<file path="src/rtl/uart_tx_arbiter.sv">
// uart_tx_arbiter: round-robin sharing of one uart_tx between NUM_REQ byte producers with packet locking
module uart_tx_arbiter #(
  parameter int NUM_REQ      = 4,
  parameter int DATA_WIDTH   = 8,
  parameter int BUSY_TIMEOUT = 15
) (
  input  logic                          clk,
  input  logic                          rst_n,
  input  logic [NUM_REQ-1:0]            req_valid,
  input  logic [NUM_REQ*DATA_WIDTH-1:0] req_data,
  input  logic [NUM_REQ-1:0]            req_last,
  output logic [NUM_REQ-1:0]            req_ack,
  output logic [NUM_REQ-1:0]            grant,
  output logic                          tx_start,
  output logic [DATA_WIDTH-1:0]         tx_data,
  input  logic                          tx_ready,
  output logic                          busy,
  output logic                          err
);
  localparam int PW = (NUM_REQ > 1) ? $clog2(NUM_REQ) : 1;
  localparam int CW = $clog2(BUSY_TIMEOUT + 1);
  localparam logic [2:0] IDLE      = 3'd0;
  localparam logic [2:0] ISSUE     = 3'd1;
  localparam logic [2:0] WAIT_BUSY = 3'd2;
  localparam logic [2:0] WAIT_DONE = 3'd3;
  localparam logic [2:0] HOLD      = 3'd4;
  logic [2:0]    state;
  logic [PW-1:0] ptr;
  logic [PW-1:0] win;
  logic [PW-1:0] idx;
  logic [PW-1:0] sel;
  logic          lock;
  logic [CW-1:0] cnt;
  logic          do_grant;
  // Rotating search from ptr+1; scanning backwards lets the nearest valid index win
  always_comb begin
    win = ptr;
    idx = ptr;
    for (int k = NUM_REQ; k >= 1; k--) begin
      idx = PW'((int'(ptr) + k) % NUM_REQ);
      if (req_valid[idx]) win = idx;
    end
  end
  // A locked packet restricts the choice to the current owner, which ptr still names
  always_comb begin
    sel      = (state == HOLD) ? ptr : win;
    do_grant = tx_ready && ((state == IDLE && |req_valid) || (state == HOLD && req_valid[ptr]));
  end
  // Controller sequencing and registered outputs
  always_ff @(posedge clk or negedge rst_n) begin
    if (!rst_n) begin
      state    <= IDLE;
      ptr      <= PW'(NUM_REQ - 1);
      lock     <= 1'b0;
      cnt      <= '0;
      tx_start <= 1'b0;
      tx_data  <= '0;
      req_ack  <= '0;
      grant    <= '0;
      busy     <= 1'b0;
      err      <= 1'b0;
    end else begin
      tx_start <= 1'b0;
      req_ack  <= '0;
      err      <= 1'b0;
      if (do_grant) begin
        tx_data  <= req_data[sel*DATA_WIDTH +: DATA_WIDTH];
        tx_start <= 1'b1;
        req_ack  <= NUM_REQ'(1) << sel;
        grant    <= NUM_REQ'(1) << sel;
        ptr      <= sel;
        lock     <= ~req_last[sel];
        busy     <= 1'b1;
        state    <= ISSUE;
      end else begin
        case (state)
          ISSUE: begin
            cnt   <= '0;
            state <= WAIT_BUSY;
          end
          WAIT_BUSY: begin
            if (!tx_ready) state <= WAIT_DONE;
            else if (cnt == CW'(BUSY_TIMEOUT - 1)) begin
              err   <= 1'b1;
              lock  <= 1'b0;
              grant <= '0;
              busy  <= 1'b0;
              state <= IDLE;
            end else cnt <= cnt + 1'b1;
          end
          WAIT_DONE: begin
            if (tx_ready) begin
              if (lock) state <= HOLD;
              else begin
                grant <= '0;
                busy  <= 1'b0;
                state <= IDLE;
              end
            end
          end
          IDLE, HOLD: ;
          default: begin
            lock  <= 1'b0;
            grant <= '0;
            busy  <= 1'b0;
            state <= IDLE;
          end
        endcase
      end
    end
  end
endmodule

</file>
<file path="config.mk">
export PLATFORM = sky130hd
export DESIGN_NAME = uart_tx_arbiter
export DESIGN_NICKNAME = d
export VERILOG_FILES = /design/src/rtl/uart_tx_arbiter.sv
export SDC_FILE = /design/constraint.sdc
export NUM_CORES = 1
export LEC_CHECK = 0
export BUFFER_PORTS_ARGS = -buffer_cell sky130_fd_sc_hd__buf_2
export CAP_MARGIN = 20
export CORE_ASPECT_RATIO = 0.9
export CORE_UTILIZATION = 45
export CTS_BUF_LIST = sky130_fd_sc_hd__clkbuf_4
export CTS_CLUSTER_SIZE = 28
export DETAILED_ROUTE_END_ITERATION = 8
export PLACE_DENSITY = 0.73
export SYNTH_ARGS = -nofsm -noshare
export SYNTH_HDL_FRONTEND = slang
export SYNTH_SLANG_ARGS = --single-unit
</file>
<file path="constraint.sdc">
create_clock -name clk -period 2.1 [get_ports clk]
set_input_delay 0.315 -clock clk [delete_from_list [all_inputs] [get_ports clk]]
set_output_delay 0.315 -clock clk [all_outputs]
set_load 0.05 [all_outputs]
</file>
==> impl_metrics.ini, run 1 <==
[yosys]
syn_avg_cell_area_um2 = 10.33
synthDistinctLibCells = 41
synthesis.area_um2 = 1602
synthesis.instances = 155
postSynth.asyncResetShare_pct = 100.0
synth_enable_flop_cells = 0
synth_nets = 200
synth.ff_latch_count = 29
yosys_most_used_dff = sky130_fd_sc_hd__dfrtp_1
synthesis.yosys.warnings = 0
synth.yosys.seq_area_share_pct = 45.47

[detailed_routing]
drt_iter0_markers = 43
detail_route.drc_violations = 0
routed_wirelength_mm = 3.648
antenna_violating_nets_post_route = 0
route.detailed.vias_per_inst = 5.383
dr_total_vias = 1475
drtPass1Iterations = 4
routed_length_per_instance_um = 13.31

[cells_and_area]
final_layout_size_suffix_gt1_share_pct = 41.30
layout_common_cells = sky130_fd_sc_hd__buf_2, sky130_fd_sc_hd__dfrtp_1, sky130_fd_sc_hd__nor2_1
fillerInstances = 307
area_delta_synth_final_pct = 30.08
mostFrequentLayoutCell = sky130_fd_sc_hd__buf_2
antenna-diode-count = 0
design_area_um2 = 2083
final_nets = 274

[clock_network]
max-clock-path-buffers = 2
clkSinkCount = 29
worst_setup_hold_path_clk_slew_ps = 90
h-tree-depth = 2
cts_setup_buffers = 0
tritoncts_clock_tree = yes
clk-insertion-delay-late_ps = 330
cts_root_buffer = sky130_fd_sc_hd__clkbuf_4
cts-buffers-inserted = 5

[sta]
worst-slew-pin-transition_ps = 616.3
rsz_0062_raised_after_global_routing = false
final_hold_viols = 0
timing.final.crit_period_ps = 2036
fin_crit_sh_pct = 96.96
finClkSkew_ps = 8.849
finalWorstSetupSlack_ps = 63.88
slew_headroom_pct = 58.91
final-max-slew-violation-count = 0
setup-tns-final_ps = 0
max_freq_ghz = 0.4911
setup-violations-final = 0

[worst_setup_path]
path_depth = 6
timing.critical_path.buf_inv = 1
rr_worst_depth = 6
r2r_slack_ps = 60
worst-setup-path-type = flip-flop to flip-flop
setup.worst_path.start_class = flip-flop
critical_path.reg2reg.startpoint = ptr[1]$_DFFE_PN1P_
critical_path.max_fanout = 8
cp-end-kind = flip-flop
worstReg2RegEnd = tx_data[0]$_DFFE_PN0P_
cp_slowest_cell = sky130_fd_sc_hd__dfstp_2
crit_chain = mux4_2 -> nand2b_1 -> o2111ai_2 -> nor2_1 -> buf_4 -> a221oi_1
cp_slowest_stage_delay_ps = 540
data_required_time_of_the_worst_path_ps = 2330
critical-path-top-delay-family = flip-flops
cp.arrival_ps = 2260

[worst_hold_path]
hold_path.class = input port to flip-flop
holdPathStages = 2
worst_hold_startpoint = tx_ready
hold_path_end = state[0]$_DFFE_PN0P_

[placed_design]
detailed_place.area_um2 = 2004
dp_hpwl_mm = 2.815
place_worst_setup_slack_ps = 89.40
io_buffers = 61
routabilityCongestion = 0.7994

[floorplanning]
floorplan.core_area_um2 = 3378
die_width_um = 64.89
start_util_pct = 47.41
fp.dieArea_um2 = 3802
floorplan.rows = 20
fp.dieH_um = 58.60
io_pins = 62

[job]
drv_cap = 0

[pwr]
leakage_uw = 0.001061
power_density_over_the_cells_nw_per_um2 = 1443
worst_ir_drop_on_vdd_mv = 0.7156

[global_route]
first_pass_grt_wire_length_mm = 5.934
pin_count_of_the_biggest_net_entering_global_routing = 30
antenna_found_initial = 0
grt_overflow_total = 0
number_of_global_route_vias_before_repair = 1405
global_route.usage.total_pct = 21.37

[run_status]
status = finished, final reports clean
-- worst max path at each step --
stage                                   to          startpoint  slack [ps]
floorplan             grant[0]$_DFFE_PN0P_  ptr[1]$_DFFE_PN1P_         180
global placement    tx_data[0]$_DFFE_PN0P_  ptr[1]$_DFFE_PN1P_         150
detailed placement  tx_data[5]$_DFFE_PN0P_  ptr[1]$_DFFE_PN1P_          90
CTS                 tx_data[5]$_DFFE_PN0P_  ptr[1]$_DFFE_PN1P_          80
global route        tx_data[7]$_DFFE_PN0P_  ptr[1]$_DFFE_PN1P_           4
finish              tx_data[0]$_DFFE_PN0P_  ptr[1]$_DFFE_PN1P_          60
-- flip-flops by register name, indices dropped and copies added, names as in the netlist --
| name | cells |
|---|---|
| tx_data | 8 |
| cnt | 4 |
| grant | 4 |
| req_ack | 4 |
| state | 3 |
| ptr | 2 |
| busy | 1 |
| err | 1 |
| lock | 1 |
| tx_start | 1 |
-- final cells by class --
type	instances	area, um^2	area share (%)
multi-input combinational	115	820.8	39.40
clock buffer	5	37.54	1.802
inverter	5	18.77	0.9009
clock inverter	3	12.51	0.6006
tap	44	55.05	2.643
sequential	29	728.2	34.95
timing repair buffer	73	410.4	19.70
-- Yosys cell counts (all sizes together), types with 3 or more instances --
library cell  instances  area [um^2]
a21oi                 7        38.79
a221oi                8        76.32
buf                   5        48.80
dfrtp                27        675.7
inv                   5        18.76
mux2                  3        33.78
mux2i                16        160.2
nand2                 9        33.78
nand2b                5        31.28
nor2                 24        92.59
nor3                  4        20.02
o21ai                10        53.80
o221ai                3        26.28
-- power breakdown --
part | switching, uW | internal [uW]
registers | 131 | 773
logic | 1140 | 658
clock network | 185 | 120
-- cell families (layout without fill, tap and decap cells) --
logic type / after synthesis / after routing / share of synthesized area [%]
simple gates: 48 / 48 / 13.67
fa+ha+maj: 2 / 2 / 1.562
flops: 29 / 29 / 45.47
compound gates: 43 / 43 / 20.23
mux: 20 / 20 / 13.52
xor+xnor: 2 / 2 / 1.094
buf+inv: 11 / 86 / 4.453
-- per-stage QoR --
stage | instances | hold WS (ps) | total power [uW] | utilization, %
finish | 274 | 296.6 | 3005 | 61.67
CTS | 274 | 275.2 | 2993 | 61.11
detailed placement | 265 | 363.2 | 2677 | 59.33
global placement | 265 | 365.8 | 2655 | 59.33
global route | 274 | 275.5 | 3209 | 61.67
floorplan | 155 | 19.41 | 2237 | -
-- what timing repair did --
| action | in CTS | in global routing |
|---|---|---|
| setup endpoints to repair | 0 | 11 |
| resized for setup | 0 | 4 |
| endpoints found under the hold margin | 15 | 0 |
| hold buffers | 1 | 0 |
-- routing by layer --
layer / GRT usage [%] / vias up / part of all wire [%]
met5: 0 / - / 0
met4: 10.48 / 0 / 1.8
met3: 6.977 / 7 / 6.5
met2: 34.52 / 64 / 46
met1: 25.85 / 684 / 45
li1: - / 720 / -
Note: power is estimated with default switching activity, not from simulation.
==> run 2: changes to the inputs <==
--- a/config.mk
+++ b/config.mk
@@ -8,6 +8,7 @@
 export BUFFER_PORTS_ARGS = -buffer_cell sky130_fd_sc_hd__buf_2
 export CAP_MARGIN = 20
 export CORE_ASPECT_RATIO = 0.9
+export CORE_MARGIN = 2
 export CORE_UTILIZATION = 45
 export CTS_BUF_LIST = sky130_fd_sc_hd__clkbuf_4
 export CTS_CLUSTER_SIZE = 28
==> impl_metrics.ini, run 2 (synthesized netlist as in run 1, its figures left out) <==
[sta]
timing.final.crit_period_ps = 2026
worst-slew-pin-transition_ps = 615.1
max_freq_ghz = 0.4937
setup-violations-final = 0
finClkSkew_ps = 7.800
hold_slack_ps = -4.646
final_hold_viols = 13
slew_headroom_pct = 59.00
rsz_0062_raised_after_global_routing = true
final-max-slew-violation-count = 0
fin_crit_sh_pct = 96.45

[detailed_routing]
route.layer.met1.wl_mm = 1.574
routed_length_per_instance_um = 13.16
drt_iter0_markers = 68
route.met2.wl_mm = 1.671
dr_total_vias = 1443
route.detailed.vias_per_inst = 5.325
topRoutingLayerUsed = met4
antenna_violating_nets_post_route = 0
detail_route.drc_violations = 0
routed_wirelength_mm = 3.566
drtPass1Iterations = 4
met3WireLength_um = 282

[clock_network]
h-tree-depth = 2
clk-insertion-delay-late_ps = 320
max-clock-path-buffers = 2
cts_root_buffer = sky130_fd_sc_hd__clkbuf_4
worst_setup_hold_path_clk_slew_ps = 90
clkSinkCount = 29
cts-buffers-inserted = 5
cts_setup_buffers = 0
tritoncts_clock_tree = yes

[worst_setup_path]
data_required_time_of_the_worst_path_ps = 2290
cp-end-kind = flip-flop
critical_path.max_fanout = 8
worst-setup-path-type = flip-flop to flip-flop
crit_chain = mux4_2 -> nand2b_1 -> o2111ai_2 -> inv_2 -> buf_4 -> nor2_1 -> a221oi_2
setup.worst_path.start_class = flip-flop
cp.arrival_ps = 2220
cp_slowest_cell = sky130_fd_sc_hd__dfstp_2
cp_slowest_stage_delay_ps = 570

[floorplanning]
die_width_um = 66.89
fp.dieH_um = 60.60
floorplan.core_area_um2 = 3403
floorplan.rows = 20
io_pins = 62
start_util_pct = 47.06
fp.dieArea_um2 = 4053

[pwr]
power_density_over_the_cells_nw_per_um2 = 1456
leakage_uw = 0.001046
worst_ir_drop_on_vdd_mv = 0.7658
finalPower_uw = 2995

[global_route]
first_pass_grt_wire_length_mm = 5.982
antenna_found_initial = 0
pin_count_of_the_biggest_net_entering_global_routing = 30
number_of_global_route_vias_before_repair = 1354
grt_overflow_total = 0
global_route.usage.total_pct = 20.04

[cells_and_area]
fillerInstances = 300
mostFrequentLayoutCell = sky130_fd_sc_hd__buf_2
final_layout_size_suffix_gt1_share_pct = 40.97
utilization_pct = 60.44
multi_input_area_um2 = 813.3
area_delta_synth_final_pct = 28.44
largest-register = tx_data
number_of_flip_flops_in_the_largest_register = 8
final_nets = 271
sequential_cell_area_um2 = 728.2
antenna-diode-count = 0
layout_common_cells = sky130_fd_sc_hd__buf_2, sky130_fd_sc_hd__dfrtp_1, sky130_fd_sc_hd__nor2_1

[job]
drv_cap = 0

[placed_design]
dp_hpwl_mm = 2.788
routabilityCongestion = 0.7920
io_buffers = 61

[run_status]
status = complete, but fails checks
violations = hold timing

[worst_hold_path]
hold_path.class = input port to async pin
run 2: cell types whose count changed in the layout (fill, tap and decap cells not counted), sizes merged:
cell and delta:
buf -2, dlygate4sd3 -1, clkbuf +2, clkinv -2
run 2: report_power, final:
part / internal [uW] / total (uW) / switching (uW)
Clock: 154 / 331 / 177
Combinational: 633 / 1760 / 1130
Sequential: 773 / 903 / 130
run 2: worst paths after layout:
kind                                 startpoint                      to  slack [ps]  cells past startpoint
hold reg to reg            grant[3]$_DFFE_PN0P_    grant[3]$_DFFE_PN0P_         500                      1
setup reg to reg             ptr[1]$_DFFE_PN1P_  tx_data[6]$_DFFE_PN0P_          70                      7
max in group asynchronous                 rst_n    req_ack[3]$_DFF_PN0_        1700                      1
min in group clk                       tx_ready    state[0]$_DFFE_PN0P_         290                      2
hold / removal                            rst_n        lock$_DFFE_PN0P_          -5                      1
setup / recovery             ptr[1]$_DFFE_PN1P_  tx_data[6]$_DFFE_PN0P_          70                      7
run 2: worst max-delay path: cells and delay by family, from the launching register on:
family	cells	cell delay (ps)
AOI/OAI and AO/OA	2	190
buffers and inverters	2	340
DFF	1	570
muxes	1	510
and+or+nand+nor	2	290
run 2: through the flow:
stage	worst slack [ps]	hold WS [ps]	cells	TNS, ps	area, um^2
after floorplan	183.4	19.41	155	0	1602
after global placement	138.3	367.9	263	0	1989
after detailed placement	49.51	362.2	263	0	1989
after CTS	49.61	4.674	271	0	2046
after global routing	-13.70	25.71	271	-22.15	2057
final	74.47	-4.646	271	0	2057
run 2: what timing repair did:
action                     4_1_cts  5_1_grt
setup endpoints to repair        0       10
resized for setup                0        3
hold buffers                     0        0
run 2: area by class of cell:
| cell class | instances | share of cell area, % |
|---|---|---|
| Tap cell | 44 | 2.676 |
| Timing Repair Buffer | 70 | 18.73 |
| Clock buffer | 7 | 2.555 |
| Clock inverter | 1 | 0.1825 |
| Inverter | 5 | 0.9124 |
| Multi-Input combinational cell | 115 | 39.54 |
| Sequential cell | 29 | 35.40 |
run 2: layer usage:
| metal | GRT usage, % | vias to the layer above |
|---|---|---|
| met3 | 6.865 | 5 |
| li1 | - | 725 |
| met2 | 32.71 | 61 |
| met4 | 5.539 | 0 |
| met5 | 0 | - |
| met1 | 25.81 | 652 |
==> run 3: changes to the inputs <==
--- a/config.mk
+++ b/config.mk
@@ -14,6 +14,8 @@
 export CTS_CLUSTER_SIZE = 28
 export DETAILED_ROUTE_END_ITERATION = 8
 export PLACE_DENSITY = 0.73
+export RECOVER_POWER = 100
+export SKIP_LAST_GASP = 1
 export SYNTH_ARGS = -nofsm -noshare
 export SYNTH_HDL_FRONTEND = slang
 export SYNTH_SLANG_ARGS = --single-unit
==> impl_metrics.ini, run 3 (synthesized netlist as in run 1, its figures left out) <==
[cells_and_area]
largest-register = tx_data
fillerInstances = 313
number_of_flip_flops_in_the_largest_register = 8
utilization_pct = 59.74
final_layout_size_suffix_gt1_share_pct = 32.60
sequential_cell_area_um2 = 728.2
area_delta_synth_final_pct = 26.95
final_nets = 271
layout_common_cells = sky130_fd_sc_hd__buf_2, sky130_fd_sc_hd__dfrtp_1, sky130_fd_sc_hd__nor2_1
multi_input_area_um2 = 813.3
mostFrequentLayoutCell = sky130_fd_sc_hd__buf_2
antenna-diode-count = 0
design_area_um2 = 2033

[worst_setup_path]
cp-end-kind = flip-flop
cp.arrival_ps = 2230
setup.worst_path.start_class = flip-flop
critical_path.max_fanout = 8
data_required_time_of_the_worst_path_ps = 2290
worst-setup-path-type = flip-flop to flip-flop

[sta]
final-max-slew-violation-count = 0
setup-tns-final_ps = 0
timing.final.crit_period_ps = 2041
slew_headroom_pct = 2.093
finClkSkew_ps = 7.931
worst-slew-pin-transition_ps = 1469
final_hold_viols = 0
max_freq_ghz = 0.4900
fin_crit_sh_pct = 97.19
rsz_0062_raised_after_global_routing = true
finalWorstSetupSlack_ps = 59.06
setup-violations-final = 0

[clock_network]
cts_setup_buffers = 0
worst_setup_hold_path_clk_slew_ps = 80
h-tree-depth = 2
tritoncts_clock_tree = yes
cts_resized = 0
clkSinkCount = 29
clk-insertion-delay-late_ps = 330
cts_root_buffer = sky130_fd_sc_hd__clkbuf_4
max-clock-path-buffers = 2
cts-buffers-inserted = 5
cts-hold-fix-buffers = 0

[floorplanning]
floorplan.rows = 20
fp.dieH_um = 60.60
fp.dieArea_um2 = 4053
die_width_um = 66.89
floorplan.core_area_um2 = 3403
io_pins = 62
start_util_pct = 47.06

[detailed_routing]
antenna_violating_nets_post_route = 0
drtPass1Iterations = 4
route.detailed.vias_per_inst = 5.303
drt_iter0_markers = 87
routed_wirelength_mm = 3.578
routed_length_per_instance_um = 13.20
dr_total_vias = 1437
detail_route.drc_violations = 0

[pwr]
worst_ir_drop_on_vdd_mv = 0.7431
combPwrFrac_pct = 58.2
switching_power_uw = 1443
switching_share_pct = 48.64
internal_power_uw = 1524
clock_power_share_pct = 11.2
power_density_over_the_cells_nw_per_um2 = 1459
finalPower_uw = 2967
leakage_uw = 0.0009832
power.sequential.fraction_pct = 30.6

[global_route]
pin_count_of_the_biggest_net_entering_global_routing = 30
number_of_global_route_vias_before_repair = 1354
global_route.usage.total_pct = 20.04
antenna_found_initial = 0
first_pass_grt_wire_length_mm = 5.982
grt_overflow_total = 0

[placed_design]
place_worst_setup_slack_ps = 49.51
dp_hpwl_mm = 2.788
io_buffers = 61
routabilityCongestion = 0.7920
detailed_place.area_um2 = 1989

[job]
drv_cap = 0

[worst_hold_path]
hold_path.class = input port to flip-flop

[run_status]
status = finished, final reports clean
[run 3: area by class of cell]
class	count	area share, %
multi-input cells	115	40.00
repair buffers	70	17.78
flip-flops and latches	29	35.82
clock inverters	1	0.1846
inverters	5	0.9231
clock buffers	7	2.585
well taps	44	2.708
[run 3: critical path, stage by stage (launching register included)]
cell,delay (ps)
sky130_fd_sc_hd__dfstp_2,570
sky130_fd_sc_hd__mux4_2,510
sky130_fd_sc_hd__nand2b_1,170
sky130_fd_sc_hd__o2111ai_2,150
sky130_fd_sc_hd__inv_2,150
sky130_fd_sc_hd__buf_4,190
sky130_fd_sc_hd__nor2_1,120
sky130_fd_sc_hd__a221oi_2,40
[run 3: metal layers]
metal	GRT usage, %	wire (um)	vias to the layer above
met2	32.71	1668	60
met1	25.81	1621	649
met3	6.865	249	5
li1	-	-	723
met5	0	0	-
met4	5.539	38	0
[run 3: power by group through the flow]
| stage | clock [uW] | sequential [uW] | combinational, uW |
|---|---|---|---|
| floorplan | 0 | 1370 | 867 |
| finish | 331 | 908 | 1730 |
| detailed placement | 0 | 912 | 1750 |
| global placement | 0 | 910 | 1730 |
| CTS | 342 | 905 | 1750 |
| global route | 373 | 934 | 1880 |
[run 3: path summary, 6_finish.rpt]
path                                       from                     end  slack [ps]  depth (start not counted)
setup / recovery             ptr[1]$_DFFE_PN1P_  tx_data[6]$_DFFE_PN0P_          60                          7
hold / removal                         tx_ready    state[0]$_DFFE_PN0P_         290                          2
setup reg to reg             ptr[1]$_DFFE_PN1P_  tx_data[6]$_DFFE_PN0P_          60                          7
hold reg to reg            grant[2]$_DFFE_PN0P_    grant[2]$_DFFE_PN0P_         510                          1
max in group asynchronous                 rst_n    req_ack[3]$_DFF_PN0_         920                          1
min in group asynchronous                 rst_n        lock$_DFFE_PN0P_         330                          1
[run 3: metrics by stage]
stage | instances | hold WS (ps)
2_1_floorplan | 155 | 19.41
3_3_place_gp | 263 | 367.9
3_5_place_dp | 263 | 362.2
4_1_cts | 271 | 4.674
5_1_grt | 271 | 288.5
6_report | 271 | 292.5
